### config.mk
export PLATFORM = sky130hd
export DESIGN_NAME = spi_chunk_sequencer
export DESIGN_NICKNAME = d
export VERILOG_FILES = /design/src/rtl/spi_chunk_sequencer_pkg.sv /design/src/rtl/spi_chunk_sequencer_chunk_table.sv /design/src/rtl/spi_chunk_sequencer.sv
export SDC_FILE = /design/constraint.sdc
export NUM_CORES = 1
export LEC_CHECK = 0
export CAP_MARGIN = 20
export CORE_UTILIZATION = 45
export DETAILED_ROUTE_END_ITERATION = 8
export MAX_ROUTING_LAYER = met4
export PLACE_DENSITY_LB_ADDON = 0.25
export SKIP_LAST_GASP = 1
export SYNTH_ARGS = -nofsm -noshare
export SYNTH_HDL_FRONTEND = slang
export SYNTH_SLANG_ARGS = --single-unit
### constraint.sdc
create_clock -name sys_clk -period 3.3 [get_ports sys_clk]
set_input_delay 0.33 -clock sys_clk [delete_from_list [all_inputs] [get_ports sys_clk]]
set_output_delay 0.33 -clock sys_clk [all_outputs]
set_load 0.02 [all_outputs]
### src/rtl/spi_chunk_sequencer_pkg.sv
// Shared definitions for the SPI chunk sequencer: default geometry, state encodings
// and the packed descriptor width helper.
package spi_chunk_sequencer_pkg;

  localparam int BUF_SIZE_DEF   = 9;
  localparam int MAX_CHUNKS_DEF = 8;

  localparam logic [2:0] ST_IDLE      = 3'd0;
  localparam logic [2:0] ST_ISSUE     = 3'd1;
  localparam logic [2:0] ST_WAIT_ACK  = 3'd2;
  localparam logic [2:0] ST_WAIT_DONE = 3'd3;
  localparam logic [2:0] ST_CAPTURE   = 3'd4;
  localparam logic [2:0] ST_FINISH    = 3'd5;
  localparam logic [2:0] ST_WAIT_END  = 3'd6;

  typedef enum logic [2:0] {
    S_IDLE      = ST_IDLE,
    S_ISSUE     = ST_ISSUE,
    S_WAIT_ACK  = ST_WAIT_ACK,
    S_WAIT_DONE = ST_WAIT_DONE,
    S_CAPTURE   = ST_CAPTURE,
    S_FINISH    = ST_FINISH,
    S_WAIT_END  = ST_WAIT_END
  } state_t;

  // Descriptor layout, MSB first: size, miso_sel, mosi_sel, miso_data, mosi_data.
  function automatic int entry_width(input int buf_size, input int size_width);
    return size_width + 2 + 2 * buf_size;
  endfunction

endpackage

### src/rtl/spi_chunk_sequencer_chunk_table.sv
// Chunk descriptor storage: synchronous write, asynchronous read, never reset so the
// programmed table survives a sequencer reset.
module spi_chunk_sequencer_chunk_table #(
  parameter int MAX_CHUNKS = 8,
  parameter int IDX_WIDTH  = 3,
  parameter int ENTRY_W    = 24
) (
  input  logic                 i_clk,
  input  logic                 i_wr_en,
  input  logic [IDX_WIDTH-1:0] i_wr_addr,
  input  logic [ENTRY_W-1:0]   i_wr_data,
  input  logic [IDX_WIDTH-1:0] i_rd_addr,
  output logic [ENTRY_W-1:0]   o_rd_data
);

  logic [ENTRY_W-1:0] r_mem [MAX_CHUNKS];

  always_ff @(posedge i_clk) begin
    if (i_wr_en && (int'(i_wr_addr) < MAX_CHUNKS)) begin
      r_mem[i_wr_addr] <= i_wr_data;
    end
  end

  assign o_rd_data = r_mem[i_rd_addr];

endmodule

### src/rtl/spi_chunk_sequencer.sv
// Walks the chunk descriptor table once per SS-framed transfer, commanding bus control
// chunk by chunk, then finish; captures the real MISO/MOSI seen during every chunk.
module spi_chunk_sequencer
  import spi_chunk_sequencer_pkg::*;
#(
  parameter int BUF_SIZE         = BUF_SIZE_DEF,
  parameter int CHUNK_SIZE_WIDTH = $clog2(BUF_SIZE + 1),
  parameter int MAX_CHUNKS       = MAX_CHUNKS_DEF,
  parameter int IDX_WIDTH        = (MAX_CHUNKS > 1) ? $clog2(MAX_CHUNKS) : 1
) (
  input  logic                        sys_clk,
  input  logic                        rst,
  input  logic                        enable,
  input  logic                        cfg_we,
  input  logic [IDX_WIDTH-1:0]        cfg_addr,
  input  logic [CHUNK_SIZE_WIDTH-1:0] cfg_size,
  input  logic                        cfg_miso_sel,
  input  logic                        cfg_mosi_sel,
  input  logic [BUF_SIZE-1:0]         cfg_miso_data,
  input  logic [BUF_SIZE-1:0]         cfg_mosi_data,
  input  logic [IDX_WIDTH:0]          cfg_num_chunks,
  input  logic                        comm_active,
  input  logic                        bus_ready,
  input  logic [BUF_SIZE-1:0]         real_miso_data,
  input  logic [BUF_SIZE-1:0]         real_mosi_data,
  output logic                        cmd_next_chunk,
  output logic                        cmd_finish,
  output logic [CHUNK_SIZE_WIDTH-1:0] next_chunk_size,
  output logic                        fake_miso_select,
  output logic                        fake_mosi_select,
  output logic [BUF_SIZE-1:0]         fake_miso_data,
  output logic [BUF_SIZE-1:0]         fake_mosi_data,
  output logic                        cap_valid,
  output logic [IDX_WIDTH-1:0]        cap_index,
  output logic [BUF_SIZE-1:0]         cap_miso,
  output logic [BUF_SIZE-1:0]         cap_mosi,
  output logic                        busy,
  output logic                        seq_done,
  output logic                        seq_aborted
);

  localparam int ENTRY_W = entry_width(BUF_SIZE, CHUNK_SIZE_WIDTH);
  localparam logic [IDX_WIDTH-1:0] IDX_ONE   = 1;
  localparam logic [IDX_WIDTH:0]   NUM_ONE   = 1;
  localparam logic [IDX_WIDTH:0]   NUM_MAX   = MAX_CHUNKS;

  state_t r_state, w_state_nxt;

  logic                 r_comm_d;
  logic [IDX_WIDTH-1:0] r_idx;
  logic [IDX_WIDTH:0]   r_num;

  logic                 w_start_edge;
  logic                 w_cfg_wr;
  logic [IDX_WIDTH:0]   w_num_clamped;
  logic [IDX_WIDTH-1:0] w_rd_addr;
  logic [ENTRY_W-1:0]   w_cfg_entry;
  logic [ENTRY_W-1:0]   w_tbl_rd;
  logic [ENTRY_W-1:0]   w_entry;
  logic                 w_in_chunk;
  logic                 w_last;

  logic                 w_start;
  logic                 w_load;
  logic                 w_capture;
  logic                 w_clr_sel;
  logic                 w_idx_inc;

  assign w_start_edge  = comm_active & ~r_comm_d;
  assign w_cfg_wr      = cfg_we & (r_state == S_IDLE);
  assign w_num_clamped = (int'(cfg_num_chunks) > MAX_CHUNKS) ? NUM_MAX : cfg_num_chunks;
  assign w_cfg_entry   = {cfg_size, cfg_miso_sel, cfg_mosi_sel, cfg_miso_data, cfg_mosi_data};
  assign w_in_chunk    = (r_state == S_ISSUE) || (r_state == S_WAIT_ACK) ||
                         (r_state == S_WAIT_DONE) || (r_state == S_CAPTURE);
  assign w_last        = (({1'b0, r_idx} + NUM_ONE) == r_num);
  assign busy          = (r_state != S_IDLE);

  // Descriptors are loaded on entry to ISSUE: entry 0 from IDLE, entry idx+1 from CAPTURE.
  assign w_rd_addr = (r_state == S_CAPTURE) ? (r_idx + IDX_ONE) : '0;

  spi_chunk_sequencer_chunk_table #(
    .MAX_CHUNKS (MAX_CHUNKS),
    .IDX_WIDTH  (IDX_WIDTH),
    .ENTRY_W    (ENTRY_W)
  ) u_chunk_table (
    .i_clk     (sys_clk),
    .i_wr_en   (w_cfg_wr),
    .i_wr_addr (cfg_addr),
    .i_wr_data (w_cfg_entry),
    .i_rd_addr (w_rd_addr),
    .o_rd_data (w_tbl_rd)
  );

  // A write landing on the start edge must be seen by the first chunk, so forward it.
  assign w_entry = (w_cfg_wr && (cfg_addr == w_rd_addr)) ? w_cfg_entry : w_tbl_rd;

  always_ff @(posedge sys_clk) begin
    if (rst) r_state <= S_IDLE;
    else     r_state <= w_state_nxt;
  end

  always_comb begin
    w_state_nxt    = r_state;
    cmd_next_chunk = 1'b0;
    cmd_finish     = 1'b0;
    cap_valid      = 1'b0;
    seq_done       = 1'b0;
    seq_aborted    = 1'b0;
    w_start        = 1'b0;
    w_load         = 1'b0;
    w_capture      = 1'b0;
    w_clr_sel      = 1'b0;
    w_idx_inc      = 1'b0;
    if (!rst) begin
      if (w_in_chunk && !comm_active) begin
        seq_aborted = 1'b1;
        w_clr_sel   = 1'b1;
        w_state_nxt = S_IDLE;
      end else begin
        unique case (r_state)
          S_IDLE: begin
            if (w_start_edge && enable) begin
              w_start = 1'b1;
              if (w_num_clamped == '0) begin
                w_state_nxt = S_FINISH;
              end else begin
                w_load      = 1'b1;
                w_state_nxt = S_ISSUE;
              end
            end
          end
          S_ISSUE: begin
            if (bus_ready) begin
              cmd_next_chunk = 1'b1;
              w_state_nxt    = S_WAIT_ACK;
            end
          end
          S_WAIT_ACK: begin
            if (!bus_ready) w_state_nxt = S_WAIT_DONE;
          end
          S_WAIT_DONE: begin
            if (bus_ready) begin
              w_capture   = 1'b1;
              w_state_nxt = S_CAPTURE;
            end
          end
          S_CAPTURE: begin
            cap_valid = 1'b1;
            if (w_last) begin
              w_state_nxt = S_FINISH;
            end else begin
              w_idx_inc   = 1'b1;
              w_load      = 1'b1;
              w_state_nxt = S_ISSUE;
            end
          end
          S_FINISH: begin
            if (bus_ready) begin
              cmd_finish  = 1'b1;
              w_state_nxt = S_WAIT_END;
            end
          end
          S_WAIT_END: begin
            if (!comm_active) begin
              seq_done    = 1'b1;
              w_state_nxt = S_IDLE;
            end
          end
          default: w_state_nxt = S_IDLE;
        endcase
      end
    end
  end

  // Capture data is registered as bus_ready rises so it is valid alongside cap_valid.
  always_ff @(posedge sys_clk) begin
    if (rst) begin
      r_comm_d         <= 1'b0;
      r_idx            <= '0;
      r_num            <= '0;
      next_chunk_size  <= '0;
      fake_miso_select <= 1'b0;
      fake_mosi_select <= 1'b0;
      fake_miso_data   <= '0;
      fake_mosi_data   <= '0;
      cap_index        <= '0;
      cap_miso         <= '0;
      cap_mosi         <= '0;
    end else begin
      r_comm_d <= comm_active;
      if (w_start) begin
        r_num <= w_num_clamped;
        r_idx <= '0;
      end
      if (w_idx_inc) r_idx <= r_idx + IDX_ONE;
      if (w_load) begin
        next_chunk_size  <= w_entry[ENTRY_W-1 -: CHUNK_SIZE_WIDTH];
        fake_miso_select <= w_entry[2*BUF_SIZE+1];
        fake_mosi_select <= w_entry[2*BUF_SIZE];
        fake_miso_data   <= w_entry[2*BUF_SIZE-1 -: BUF_SIZE];
        fake_mosi_data   <= w_entry[BUF_SIZE-1:0];
      end
      if (w_capture) begin
        cap_index        <= r_idx;
        cap_miso         <= real_miso_data;
        cap_mosi         <= real_mosi_data;
        fake_miso_select <= 1'b0;
        fake_mosi_select <= 1'b0;
      end
      if (w_clr_sel) begin
        fake_miso_select <= 1'b0;
        fake_mosi_select <= 1'b0;
      end
    end
  end

endmodule

==> run summary <==
category of the worst setup path launch point - register
Worst Tran Pin Value - 874 ps
critical path fanouts, max - 16
arrival time of the worst setup path - 2450 ps
post-synthesis cell count - 740
number of antenna violations at the first check in global routing - 0
Syn. warnings - 0
placeable core region - 0.0220 mm2
data required time at the worst endpoint - 2970 ps
Skew-Pair Late Insertion Delay - 520 ps
max_cap viols - 0
type of the worst setup path - reg -> out
total count of hold-check failures in the final report - 0
class of the worst hold path - in -> reg
number of design rule violations left after detail routing - 12
final setup fails - 0
initial standard-cell utilization of the core - 46.3%
Seq/Total Area, Yosys - 67.5%
setup skew after layout - 10.5 ps
number of antenna diodes - 0
global-route wire length before repair - 37.2 mm
Synth Area in Simple Gates - 6.12%
die area - 0.0233 mm2
number of hold buffers added after cts - 0
count of nets after finishing - 892
fraction of synthesized area in multiplexers - 7.95%
outcome - finished with violations
DR iter-0 viols - 599
buffer type at the clock tree root - sky130_fd_sc_hd__clkbuf_16
post-layout instance area - 0.0124 mm2
std cell rows - 54
vias in the first global route - 6,581
dominant synthesized flop cell - sky130_fd_sc_hd__edfxtp_1
Lkg Pwr - 4.09 nW
routability cong. - 0.866
Async S/R FF share, synth - 0%
Netlist cell types - 55
number of H-tree levels - 1
Post-Syn Nets - 796
post-synthesis share of cell area spent on full adders, half adders and majority gates - 0.221%
main combinational cell family by area after synthesis - compound AO/OA/AOI/OAI gates
startpoint of the worst hold path - real_miso_data[4]
grt total ovfl - 0
Max Buffers Root-to-Sink - 3
netlist area before placement - 0.0102 mm2
number of nets with antenna violations after detailed routing - 0
count of TritonRoute iterations in the first routing pass - 7
global routing usage summed across all routing layers - 21.3%
post-cts resize count - 0
synthesized area divided by synthesized cell count - 13.8 um2
width of the chip - 153 um
RSZ-0062 raised after global routing - no
number of vias after detailed routing - 6,635
Via density - 5.85
CTS buffer count - 25
violated checks - design-rule violations
drt wl/cell - 21.0 um
synthesized-area fraction occupied by ao, oa, aoi and oai cells - 14.4%
Critical Path Start - r_state[2]
final worst path period share - 84.2%
capturing element type of the critical path - output port
final WL - 23.8 mm
count of input and output buffers - 105
Max VDD drop - 0.000317 V
total power - 6.51 mW
fraction of synthesized cell area in xor and xnor cells - 0.344%
clock-pin slew on the worst setup and hold paths - 60 ps
number of flops mapped to enable cells by yosys - 192
maximum frequency from static timing analysis - 360 MHz
minimum clock period - 2780 ps
area growth from synthesis to final layout - 21.4%
Placed Area - 0.0116 mm2
fraction of final layout cells sized beyond drive strength 1 - 14.3%
worst r2r src - r_idx[0]
setup_tns - 0 ps
maximum number of pins on one net before global-route repair - 73
number of post-CTS setup repair buffers - 0
TritonCTS clock tree - built
total clock sinks - 248
detailed placer's ending HPWL - 12.9 mm
count of state elements after synthesis - 248
cell area power density - 526 mW/mm2
number of top-level pins - 106
Slew headroom - 41.7%
Chip Height - 153 um
filler instances - 1,786
final count of pins violating max slew - 0
synth_stat cells, types with 4 or more instances:
| cell | count | share of area, % |
|---|---|---|
| sky130_fd_sc_hd__nand2_1 | 37 | 1.4 |
| sky130_fd_sc_hd__edfxtp_1 | 192 | 57 |
| sky130_fd_sc_hd__a221o_1 | 23 | 2.3 |
| sky130_fd_sc_hd__nor3_1 | 4 | 0.20 |
| sky130_fd_sc_hd__mux2_2 | 46 | 5.1 |
| sky130_fd_sc_hd__a22oi_1 | 24 | 1.8 |
| sky130_fd_sc_hd__inv_1 | 30 | 1.1 |
| sky130_fd_sc_hd__a221oi_1 | 24 | 2.1 |
| sky130_fd_sc_hd__nor2_1 | 62 | 2.3 |
| sky130_fd_sc_hd__nand3_1 | 6 | 0.29 |
| sky130_fd_sc_hd__a22o_1 | 21 | 1.8 |
| sky130_fd_sc_hd__a21oi_1 | 9 | 0.44 |
| sky130_fd_sc_hd__mux2i_1 | 27 | 2.7 |
| sky130_fd_sc_hd__o31ai_1 | 24 | 1.8 |
| sky130_fd_sc_hd__buf_2 | 6 | 0.29 |
| sky130_fd_sc_hd__o21ai_0 | 21 | 1.0 |
| sky130_fd_sc_hd__clkbuf_1 | 46 | 1.7 |
| sky130_fd_sc_hd__o21ai_1 | 9 | 0.44 |
| sky130_fd_sc_hd__dfxtp_1 | 56 | 11 |
| sky130_fd_sc_hd__a211oi_1 | 23 | 1.7 |
worst paths after layout:
path	endpoint	slack, ps	cells after the start
setup / recovery	cap_valid	520	3
hold reg to reg	cap_index[0]	470	1
setup reg to reg	fake_mosi_data[3]	740	8
hold / removal	cap_miso[4]	420	2
final cells by class:
cell class / instances / area [um2] / share of cell area (%)
inverters: 30 / 113 / 0.910
multi-input cells: 406 / 3010 / 24.3
flip-flops and latches: 248 / 6890 / 55.6
well taps: 280 / 350 / 2.83
repair buffers: 125 / 1240 / 10.0
clock inverters: 8 / 68.8 / 0.556
clock buffers: 38 / 714 / 5.77
registers in the layout (all words and copies together) (netlist names):
signal	count
fake_mosi_data	9
u_chunk_table.r_mem	192
fake_mosi_select	1
r_idx	3
cap_miso	9
next_chunk_size	4
fake_miso_data	9
cap_index	3
cap_mosi	9
r_state	3
fake_miso_select	1
r_comm_d	1
r_num	4
layer usage:
layer / global-route usage, % / routed length, um / vias up
li1: - / - / 3073
met1: 28.2 / 10300 / 3290
met2: 34.6 / 11500 / 232
met3: 3.04 / 1530 / 40
met4: 5.48 / 497 / 0
met5: - / 0 / -
cells in the final DEF (no fill, tap or decap), types with 25 or more instances in the layout:
| cell type | netlist | final |
|---|---|---|
| sky130_fd_sc_hd__mux2i_1 | 27 | 27 |
| sky130_fd_sc_hd__inv_1 | 30 | 30 |
| sky130_fd_sc_hd__dfxtp_1 | 56 | 55 |
| sky130_fd_sc_hd__nor2_1 | 62 | 56 |
| sky130_fd_sc_hd__nand2_1 | 37 | 37 |
| sky130_fd_sc_hd__mux2_2 | 46 | 46 |
| sky130_fd_sc_hd__edfxtp_1 | 192 | 192 |
| sky130_fd_sc_hd__clkbuf_16 | 0 | 25 |
| sky130_fd_sc_hd__clkdlybuf4s50_1 | 0 | 105 |
worst max-delay path, stage by stage, from the launching register on:
cell and delay, ps:
sky130_fd_sc_hd__dfxtp_1 610, sky130_fd_sc_hd__nor2b_1 430, sky130_fd_sc_hd__and3_1 280, sky130_fd_sc_hd__clkdlybuf4s50_1 620
kinds of logic (layout without fill, tap and decap cells):
group	count (synthesis)	after routing
DFF	248	248
muxes	74	74
buffers and inverters	86	201
xor gates and xnor gates	4	4
adders and majority gates	2	2
and+or+nand+nor	134	134
AOI/OAI and AO/OA	192	192
through the flow:
step,setup slack (ps),cells,util [%],hold WS [ps]
finish,522,1135,56.2,421
global route,371,1135,56.2,417
CTS,515,1135,56.2,400
detailed placement,514,1089,52.6,456
global placement,636,1089,52.6,456
floorplan,269,740,-,429
power breakdown:
part | internal [mW] | total (mW) | switching [mW]
clock | 1.57 | 2.68 | 1.11
combinational | 0.154 | 0.360 | 0.206
sequential | 3.44 | 3.47 | 0.0317
total | 5.16 | 6.51 | 1.35
(Power assumes the default switching activity.)
